===== config.mk =====
export PLATFORM = sky130hd
export DESIGN_NAME = player_motion_ctrl
export DESIGN_NICKNAME = d
export VERILOG_FILES = /design/src/rtl/player_motion_ctrl.sv
export SDC_FILE = /design/constraint.sdc
export NUM_CORES = 1
export LEC_CHECK = 0
export CAP_MARGIN = 20
export CELL_PAD_IN_SITES_DETAIL_PLACEMENT = 0
export CELL_PAD_IN_SITES_GLOBAL_PLACEMENT = 1
export CORE_MARGIN = 2
export CORE_UTILIZATION = 37
export DETAILED_ROUTE_END_ITERATION = 8
export PLACE_DENSITY = 0.84
export SYNTH_ARGS = -nofsm -noshare
export SYNTH_HDL_FRONTEND = slang
export SYNTH_SLANG_ARGS = --single-unit

===== constraint.sdc =====
create_clock -name i_clk -period 3.51 [get_ports i_clk]
set_input_delay 0.351 -clock i_clk [delete_from_list [all_inputs] [get_ports i_clk]]
set_output_delay 0.351 -clock i_clk [all_outputs]
set_load 0.1 [all_outputs]

===== src/rtl/player_motion_ctrl.sv =====
// Converts tilt-direction levels into a rate-limited, clamped player position,
// checking every step against the maze map through a req/ack wall lookup.
module player_motion_ctrl #(
  parameter int STEP_PERIOD = 5000000,
  parameter int STEP        = 4,
  parameter int X_MAX       = 639,
  parameter int Y_MAX       = 479,
  parameter int X_INIT      = 320,
  parameter int Y_INIT      = 240,
  parameter int ACK_TIMEOUT = 15
) (
  input  logic       i_clk,
  input  logic       i_reset,
  input  logic       i_right_x,
  input  logic       i_left_x,
  input  logic       i_up_y,
  input  logic       i_down_y,
  input  logic       i_restart,
  input  logic       i_wall_ack,
  input  logic       i_wall_hit,
  output logic       o_wall_req,
  output logic [9:0] o_wall_x,
  output logic [9:0] o_wall_y,
  output logic [9:0] o_pos_x,
  output logic [9:0] o_pos_y,
  output logic       o_moved,
  output logic       o_blocked
);

  // state  | meaning
  // IDLE   | waiting for a movement tick with a non-trivial target
  // REQ    | wall lookup outstanding, timeout counter running
  // DONE   | one quiet cycle for the map before the next request

  localparam int TW = $clog2(STEP_PERIOD);
  localparam int OW = $clog2(ACK_TIMEOUT + 1);
  localparam logic [TW-1:0] TICK_LAST = TW'(STEP_PERIOD - 1);
  localparam logic [OW-1:0] TO_LAST   = OW'(ACK_TIMEOUT - 1);
  localparam logic [10:0]   STEP11    = 11'(STEP);
  localparam logic [10:0]   XMAX11    = 11'(X_MAX);
  localparam logic [10:0]   YMAX11    = 11'(Y_MAX);
  localparam logic [9:0]    XINIT10   = 10'(X_INIT);
  localparam logic [9:0]    YINIT10   = 10'(Y_INIT);

  typedef enum logic [1:0] {S_IDLE, S_REQ, S_DONE} state_t;

  state_t          r_state, w_state_nxt;
  logic [TW-1:0]   r_tick_cnt;
  logic            w_tick;
  logic [OW-1:0]   r_to_cnt, w_to_cnt_nxt;
  logic [9:0]      r_pos_x, r_pos_y, w_pos_x_nxt, w_pos_y_nxt;
  logic [9:0]      r_wall_x, r_wall_y, w_wall_x_nxt, w_wall_y_nxt;
  logic            r_moved, r_blocked, w_moved_nxt, w_blocked_nxt;
  logic [10:0]     w_px, w_py, w_x_up, w_y_up, w_tx, w_ty;
  logic            w_target_moves;

  assign w_tick = (r_tick_cnt == TICK_LAST);

  always_ff @(posedge i_clk) begin
    if (i_reset || w_tick) r_tick_cnt <= '0;
    else                   r_tick_cnt <= r_tick_cnt + TW'(1);
  end

  // 11-bit arithmetic so pos+STEP cannot wrap before the clamp
  always_comb begin
    w_px   = {1'b0, r_pos_x};
    w_py   = {1'b0, r_pos_y};
    w_x_up = w_px + STEP11;
    w_y_up = w_py + STEP11;
    w_tx   = w_px;
    w_ty   = w_py;
    if (i_right_x && !i_left_x)      w_tx = (w_x_up > XMAX11) ? XMAX11 : w_x_up;
    else if (i_left_x && !i_right_x) w_tx = (w_px < STEP11) ? 11'd0 : w_px - STEP11;
    if (i_down_y && !i_up_y)         w_ty = (w_y_up > YMAX11) ? YMAX11 : w_y_up;
    else if (i_up_y && !i_down_y)    w_ty = (w_py < STEP11) ? 11'd0 : w_py - STEP11;
    w_target_moves = (w_tx != w_px) || (w_ty != w_py);
  end

  always_comb begin
    w_state_nxt   = r_state;
    w_to_cnt_nxt  = r_to_cnt;
    w_pos_x_nxt   = r_pos_x;
    w_pos_y_nxt   = r_pos_y;
    w_wall_x_nxt  = r_wall_x;
    w_wall_y_nxt  = r_wall_y;
    w_moved_nxt   = 1'b0;
    w_blocked_nxt = 1'b0;
    case (r_state)
      S_IDLE: begin
        w_to_cnt_nxt = '0;
        if (w_tick && w_target_moves) begin
          w_wall_x_nxt = w_tx[9:0];
          w_wall_y_nxt = w_ty[9:0];
          w_state_nxt  = S_REQ;
        end
      end
      S_REQ: begin
        // an ack in the final timeout cycle still counts
        if (i_wall_ack) begin
          if (i_wall_hit) begin
            w_blocked_nxt = 1'b1;
          end else begin
            w_pos_x_nxt = r_wall_x;
            w_pos_y_nxt = r_wall_y;
            w_moved_nxt = 1'b1;
          end
          w_state_nxt = S_DONE;
        end else if (r_to_cnt == TO_LAST) begin
          w_blocked_nxt = 1'b1;
          w_state_nxt   = S_DONE;
        end else begin
          w_to_cnt_nxt = r_to_cnt + OW'(1);
        end
      end
      S_DONE: begin
        w_to_cnt_nxt = '0;
        w_state_nxt  = S_IDLE;
      end
      default: w_state_nxt = S_IDLE;
    endcase
  end

  always_ff @(posedge i_clk) begin
    if (i_reset || i_restart) begin
      r_state   <= S_IDLE;
      r_to_cnt  <= '0;
      r_pos_x   <= XINIT10;
      r_pos_y   <= YINIT10;
      r_wall_x  <= '0;
      r_wall_y  <= '0;
      r_moved   <= 1'b0;
      r_blocked <= 1'b0;
    end else begin
      r_state   <= w_state_nxt;
      r_to_cnt  <= w_to_cnt_nxt;
      r_pos_x   <= w_pos_x_nxt;
      r_pos_y   <= w_pos_y_nxt;
      r_wall_x  <= w_wall_x_nxt;
      r_wall_y  <= w_wall_y_nxt;
      r_moved   <= w_moved_nxt;
      r_blocked <= w_blocked_nxt;
    end
  end

  assign o_wall_req = (r_state == S_REQ);
  assign o_wall_x   = r_wall_x;
  assign o_wall_y   = r_wall_y;
  assign o_pos_x    = r_pos_x;
  assign o_pos_y    = r_pos_y;
  assign o_moved    = r_moved;
  assign o_blocked  = r_blocked;

endmodule


### After elaboration in Yosys (flattened, before gate mapping)

Cells that the tools add are included.

* $add $sub $neg: 6
* multipliers: 0
* divide/modulo/power cells: 0
* magnitude comparators: 4
* eq/ne operators: 10
* shift operators: 0
* multiplexer cells: 19
* bitwise logic cells: 3
* reduce and logical (&&, ||, !) cells: 21

Operators with widths (count)
* 11-bit two-way mux: 8
* 23-bit by 1-bit adder with 23-bit output, second input constant: 1
* 23-bit == test, second input constant: 1
* 10-bit by 3-bit adder with 11-bit output, second input constant: 2
* 11-bit by 10-bit != test with 1-bit output: 2
* 10-bit by 3-bit subtractor with 11-bit output, second input constant: 2
* 10-bit by 3-bit less-than comparator with 1-bit output, second input constant: 2
* 11-bit by 10-bit > comparator with 1-bit output, second input constant: 1
* 11-bit by 9-bit > comparator with 1-bit output, second input constant: 1
* 4-bit two-way mux: 2
* 4-bit one-hot mux with 2 select lines: 1
* 2-bit two-way mux: 3
* 2-bit != test, second input constant: 3
* 3-bit AND reduction: 2
* 1-bit logical AND: 5
* 4-bit by 1-bit adder with 4-bit output, second input constant: 1
* 4-bit == test, second input constant: 1
* 1-bit logical NOT: 4
* 1-bit two-way mux: 4
* 2-bit one-hot mux with 2 select lines: 1
* 2-bit AND reduction: 2
* 2-bit OR reduction: 2
* 1-bit logical OR: 3
* 3-bit by 2-bit != test with 1-bit output, second input constant: 1
* other kinds (6): 8

* register bits after elaboration: 71
* latch bits: 0
* RAM bits: 0
* memory bits (read-only): 0
* input bits: 9
* word-level logic and storage cells: 72
* memories kept: 0

### Longest topological paths before layout

* word-level depth: 9
* mapped depth: 12
* mapped depth without buffers: 10

### Worst setup path before layout

No wires, ideal clock.

* path type: reg2reg
* from: register r_pos_x[3] (netlist: o_pos_x[3])
* to: register r_wall_x[7] (netlist: o_wall_x[7])
* setup time: 0.123 ns
* data arrival time: 3.653 ns
* setup slack: -0.266 ns
* stages on the path, launching flop included: 12
* path buffers: 1
* cell sequence: dfxtp_1 -> clkbuf_1 -> inv_1 -> ha_1 -> nand4bb_1 -> a2111oi_0 -> a211oi_1 -> or2_1 -> nand3_1 -> o221ai_1 -> o311ai_4 -> mux2_1

* word-level cells in the longest chain between the ends: 8
* elaborated cells between the ends (all ways): 12
* those cells by class: add/sub (2); order compare (2); eq/ne (1); mux (4); reduce/logical (3)

Ends and longest elaborated chain
* from (decl): line 51 `logic [9:0] r_pos_x, r_pos_y, w_pos_x_nxt, w_pos_y_nxt;`
* from (signal assigned): line 136 `r_pos_x <= w_pos_x_nxt;`
* 10-bit by 3-bit adder with 11-bit output (tied with other cells): line 68 `w_x_up = w_px + STEP11;`
* 11-bit by 10-bit > comparator with 1-bit output or 11-bit two-way mux (tied branches): line 72, 73
* 11-bit two-way mux (on tied branches): line 72, 73
* 11-bit two-way mux: line 72 `if (i_right_x && !i_left_x) w_tx = (w_x_up > XMAX11) ? XMAX11 : w_x_up;`
* 11-bit by 10-bit != test with 1-bit output: line 76 `w_target_moves = (w_tx != w_px) || (w_ty != w_py);`
* 1-bit logical OR: line 76
* 1-bit logical AND: line 91 `if (w_tick && w_target_moves) begin`
* 2-bit AND reduction (no line)
* to (signal assigned): line 138 `r_wall_x <= w_wall_x_nxt;`
* to (decl): line 52 `logic [9:0] r_wall_x, r_wall_y, w_wall_x_nxt, w_wall_y_nxt;`

Several ways; a longest one is shown, not always the timed one.
A chain may end at the register's enable or synchronous reset.

### Worst setup path in the final report

* from: register r_pos_x[2] (netlist: o_pos_x[2])
* to: register r_wall_y[9] (netlist: o_wall_y[9])

* word-level cells in the longest chain between the ends: 8
* elaborated cells between the ends (all ways): 12
* those cells by class: add/sub (2); order compare (2); eq/ne (1); mux (4); reduce/logical (3)

Ends and longest elaborated chain
* 10-bit by 3-bit adder with 11-bit output (tied with other cells): line 68
* 11-bit by 10-bit > comparator with 1-bit output or 11-bit two-way mux (tied branches): line 72, 73
* 11-bit two-way mux (on tied branches): line 72, 73
* 11-bit two-way mux: line 72
* 11-bit by 10-bit != test with 1-bit output *: line 76
* 1-bit logical OR *: line 76
* 1-bit logical AND *: line 91
* 2-bit AND reduction (no line) *
* to (signal assigned): line 139 `r_wall_y <= w_wall_y_nxt;`
* to (decl): line 52

Mark *: on every way between the ends. The rest lies on a longest branch, timed or not.

==> results.cfg <==
[run_status]
status = finished clean

[placement]
gp_congestion = 0.928
io_buffers = 51
dp_hpwl_um = 9840

[critical_path]
reg2reg_depth = 10
cp-start-kind = flip-flop
critPathRequiredTime_ps = 3770
crit_fanout = 10
path_buf_inv = 2
ff2ff_setup_slack_ps = 220
crit_slowest_cell = a311o_1
critPathMaxStageDelay_ps = 440
cp-end-kind = flip-flop
critical_path_arrival_ps = 3550
critPathKind = reg -> reg
path_delay_family = compound AO/OA/AOI/OAI gates
worstReg2RegStart = o_pos_x[2]
path_cells = ha_1, buf_4, a211o_1, a311o_1, o21a_1, a2111oi_2, nand4_1, o311ai_4, buf_4, mux2i_1
r2r_end = o_wall_y[9]
cp_common_cell = buf_4

[finish]
final_util_pct = 46.3
diodes = 0
fillers = 1234
synthToLayoutAreaGrowth_pct = 22.8
drive_gt1_share_pct = 8.90
ff_latch_area_um2 = 1430
final_nets = 677
multi_input_area_um2 = 2840

[drt]
dr.pass1.iters = 5
dr_total_vias = 4640
dr.first_iter.drc_count = 441
ant_nets = 0
drc_errors = 0
post_drt_wl_per_cell_um = 16.9
totalWireLength_um = 13700
viasPerCell = 5.73

[timing]
fin_hold_ws_ps = 457
setup_violations = 0
finalCriticalPeriod_ps = 3290
maxSlewHeadroom_pct = 31.8
rsz0062_at_grt = false
fin_crit_sh_pct = 93.7
maxSlewViolCount = 0
hold_viol_final = 0
setup_tns_ps = 0
max_freq_mhz = 304
worst_pin_slew_ps = 1020
clock_skew_ps = 3.10

[global_route]
grt_pass1_vias = 4291
overflow = 0
grt_pass1_wl_um = 22200
grt_max_degree = 43
antenna_found_initial = 0
track_usage_pct = 21.2

[cts]
holdBufCountCts = 0
root_buffer = clkbuf_16
cts_sinks = 71
worst_skew_pair.late_latency_ps = 330
path_clk_slew_ps = 60
clockBufferDepth = 2
cts_resized = 0
cts_tree = yes
postCtsSetupRepairBufs = 0
htreeDepth = 3
cts_buffers = 9

[die]
fp.dieArea_um2 = 13000
ios = 52
dieHeight_um = 114
start_util_pct = 37.7
coreArea_um2 = 11900
die_x_um = 114
std_cell_rows = 40

[worst_hold_path]
min_path_cells = 1
hold_end = r_tick_cnt[0]
min_from = r_tick_cnt[0]
hp-class = reg -> reg

[logic_synthesis]
synth-edff-count = 0
synth_warnings = 0
syn_avg_cell_area_um2 = 7.42
yosysSeqAreaShare_pct = 31.6
ys_types = 70
ys_ff_latch = 71
async_flop_share_pct = 0
syn_nets = 624
syn_inst = 606
syn_area_um2 = 4490
synthFlopType = dfxtp_1

[power_and_ir_drop]
p_per_area_nw_per_um2 = 329
peakVddDrop_mv = 0.342
p_leak_uw = 0.00205

[run]
drv_cap = 0
==> flip-flops by register name, summed over array words and instances (netlist names) <==
| signal | cells |
|---|---|
| o_blocked | 1 |
| o_moved | 1 |
| o_pos_x | 10 |
| o_pos_y | 10 |
| o_wall_x | 10 |
| o_wall_y | 10 |
| r_state | 2 |
| r_tick_cnt | 23 |
| r_to_cnt | 4 |
==> layout make-up <==
cell class	instances	area share (%)
multi-input cells	481	51.5
inverters	18	1.22
well taps	147	3.33
repair buffers	78	12.8
clock buffers	9	4.08
flip-flops and latches	71	25.9
clock inverters	6	1.13
==> per-stage QoR <==
stage,setup slack (ps),cell area (µm²),total power [µW],instances
finish,223,5520,1820,810
global route,23.0,5520,1870,810
CTS,238,5520,1830,810
detailed placement,113,5230,931,795
global placement,196,5230,932,795
floorplan,85.6,4500,895,606
==> metal layers <==
| layer | global-route usage [%] | up-vias | share of wire, % |
|---|---|---|---|
| li1 | - | 2260 | - |
| met1 | 28.3 | 2202 | 47 |
| met2 | 34.6 | 150 | 46 |
| met3 | 4.08 | 28 | 5.3 |
| met4 | 6.50 | 0 | 2.2 |
| met5 | 0 | - | 0 |
==> synth_stat cells, drive strengths merged, types with 3 or more instances <==
cell type	number	area share [%]
clkbuf	26	2.2
o31ai	7	1.2
a21oi	35	3.9
o21ai	24	2.7
nor4	8	1.4
o211ai	9	1.5
nor3	14	1.6
and2	7	0.97
xor2	15	2.9
nand2b	7	0.97
nand3	32	3.7
dfxtp	71	32
buf	10	1.5
and4	3	0.58
nand4	13	1.9
or3	7	0.97
nor2b	13	1.8
mux2i	20	4.5
a211oi	4	0.67
o311ai	3	0.97
or4	5	0.84
a21o	4	0.67
xnor2	11	2.1
o22ai	5	0.70
nand3b	4	0.67
a2111oi	3	0.72
or2	4	0.56
nor2	64	5.3
inv	18	1.5
nand2	108	9.0
o2111ai	3	0.58
and3	6	0.84
nor3b	3	0.50
a31oi	4	0.56
ha	9	2.5
==> worst reg2reg max path: stages (launching register included) <==
cell and delay, ps:
dfxtp_2 380, ha_1 290, buf_4 180, a211o_1 290
a311o_1 440, o21a_1 240, a2111oi_2 390, nand4_1 210
o311ai_4 320, buf_4 260, mux2i_1 210
==> cell families after synthesis <==
| logic type | share of synthesized area, % |
|---|---|
| and+or+nand+nor | 33.2 |
| AOI/OAI and AO/OA | 17.8 |
| DFF | 31.6 |
| buffers and inverters | 5.15 |
| xor gates and xnor gates | 5.07 |
| muxes | 4.70 |
| adders and majority gates | 2.51 |
==> where the power goes <==
group          leakage, µW  total (µW)  internal, µW  switching [µW]
combinational      0.00133         104          39.3            64.8
clock             0.000145         899           544             355
sequential        0.000574         811           809            2.62
total              0.00205        1820          1390             422
==> worst max path at each step <==
stage                from           to  slack (ps)  depth (start not counted)
4_1_cts        o_pos_x[2]  o_wall_y[9]         240                         10
6_report       o_pos_x[2]  o_wall_y[9]         220                         10
5_1_grt        o_pos_x[5]  o_wall_y[7]          20                          9
2_1_floorplan  o_pos_x[6]  o_wall_x[7]          90                          9
3_5_place_dp    i_right_x  o_wall_y[9]         110                         11
3_3_place_gp    i_right_x  o_wall_y[7]         200                         11
==> placed cells by master, fill, tap and decap left out, types with 5 or more instances in the layout <==
cell type and n:
nor4_1 6, dfxtp_1 66, a21oi_1 35, or3_1 7, nand4_1 12, nand2b_1 7, mux2i_1 20, and3_1 6
nor2b_1 13, xnor2_1 11, o31ai_1 7, xor2_1 15, o211ai_1 9, o22ai_1 5, nand2_1 108, clkdlybuf4s50_1 49
nand3_1 31, buf_4 29, o21ai_0 24, inv_1 18, or4_1 5, nor2_1 63, and2_1 6, nor3_1 14
clkbuf_16 9, dfxtp_2 5, ha_1 9
Power figures use the tool's default switching activity.
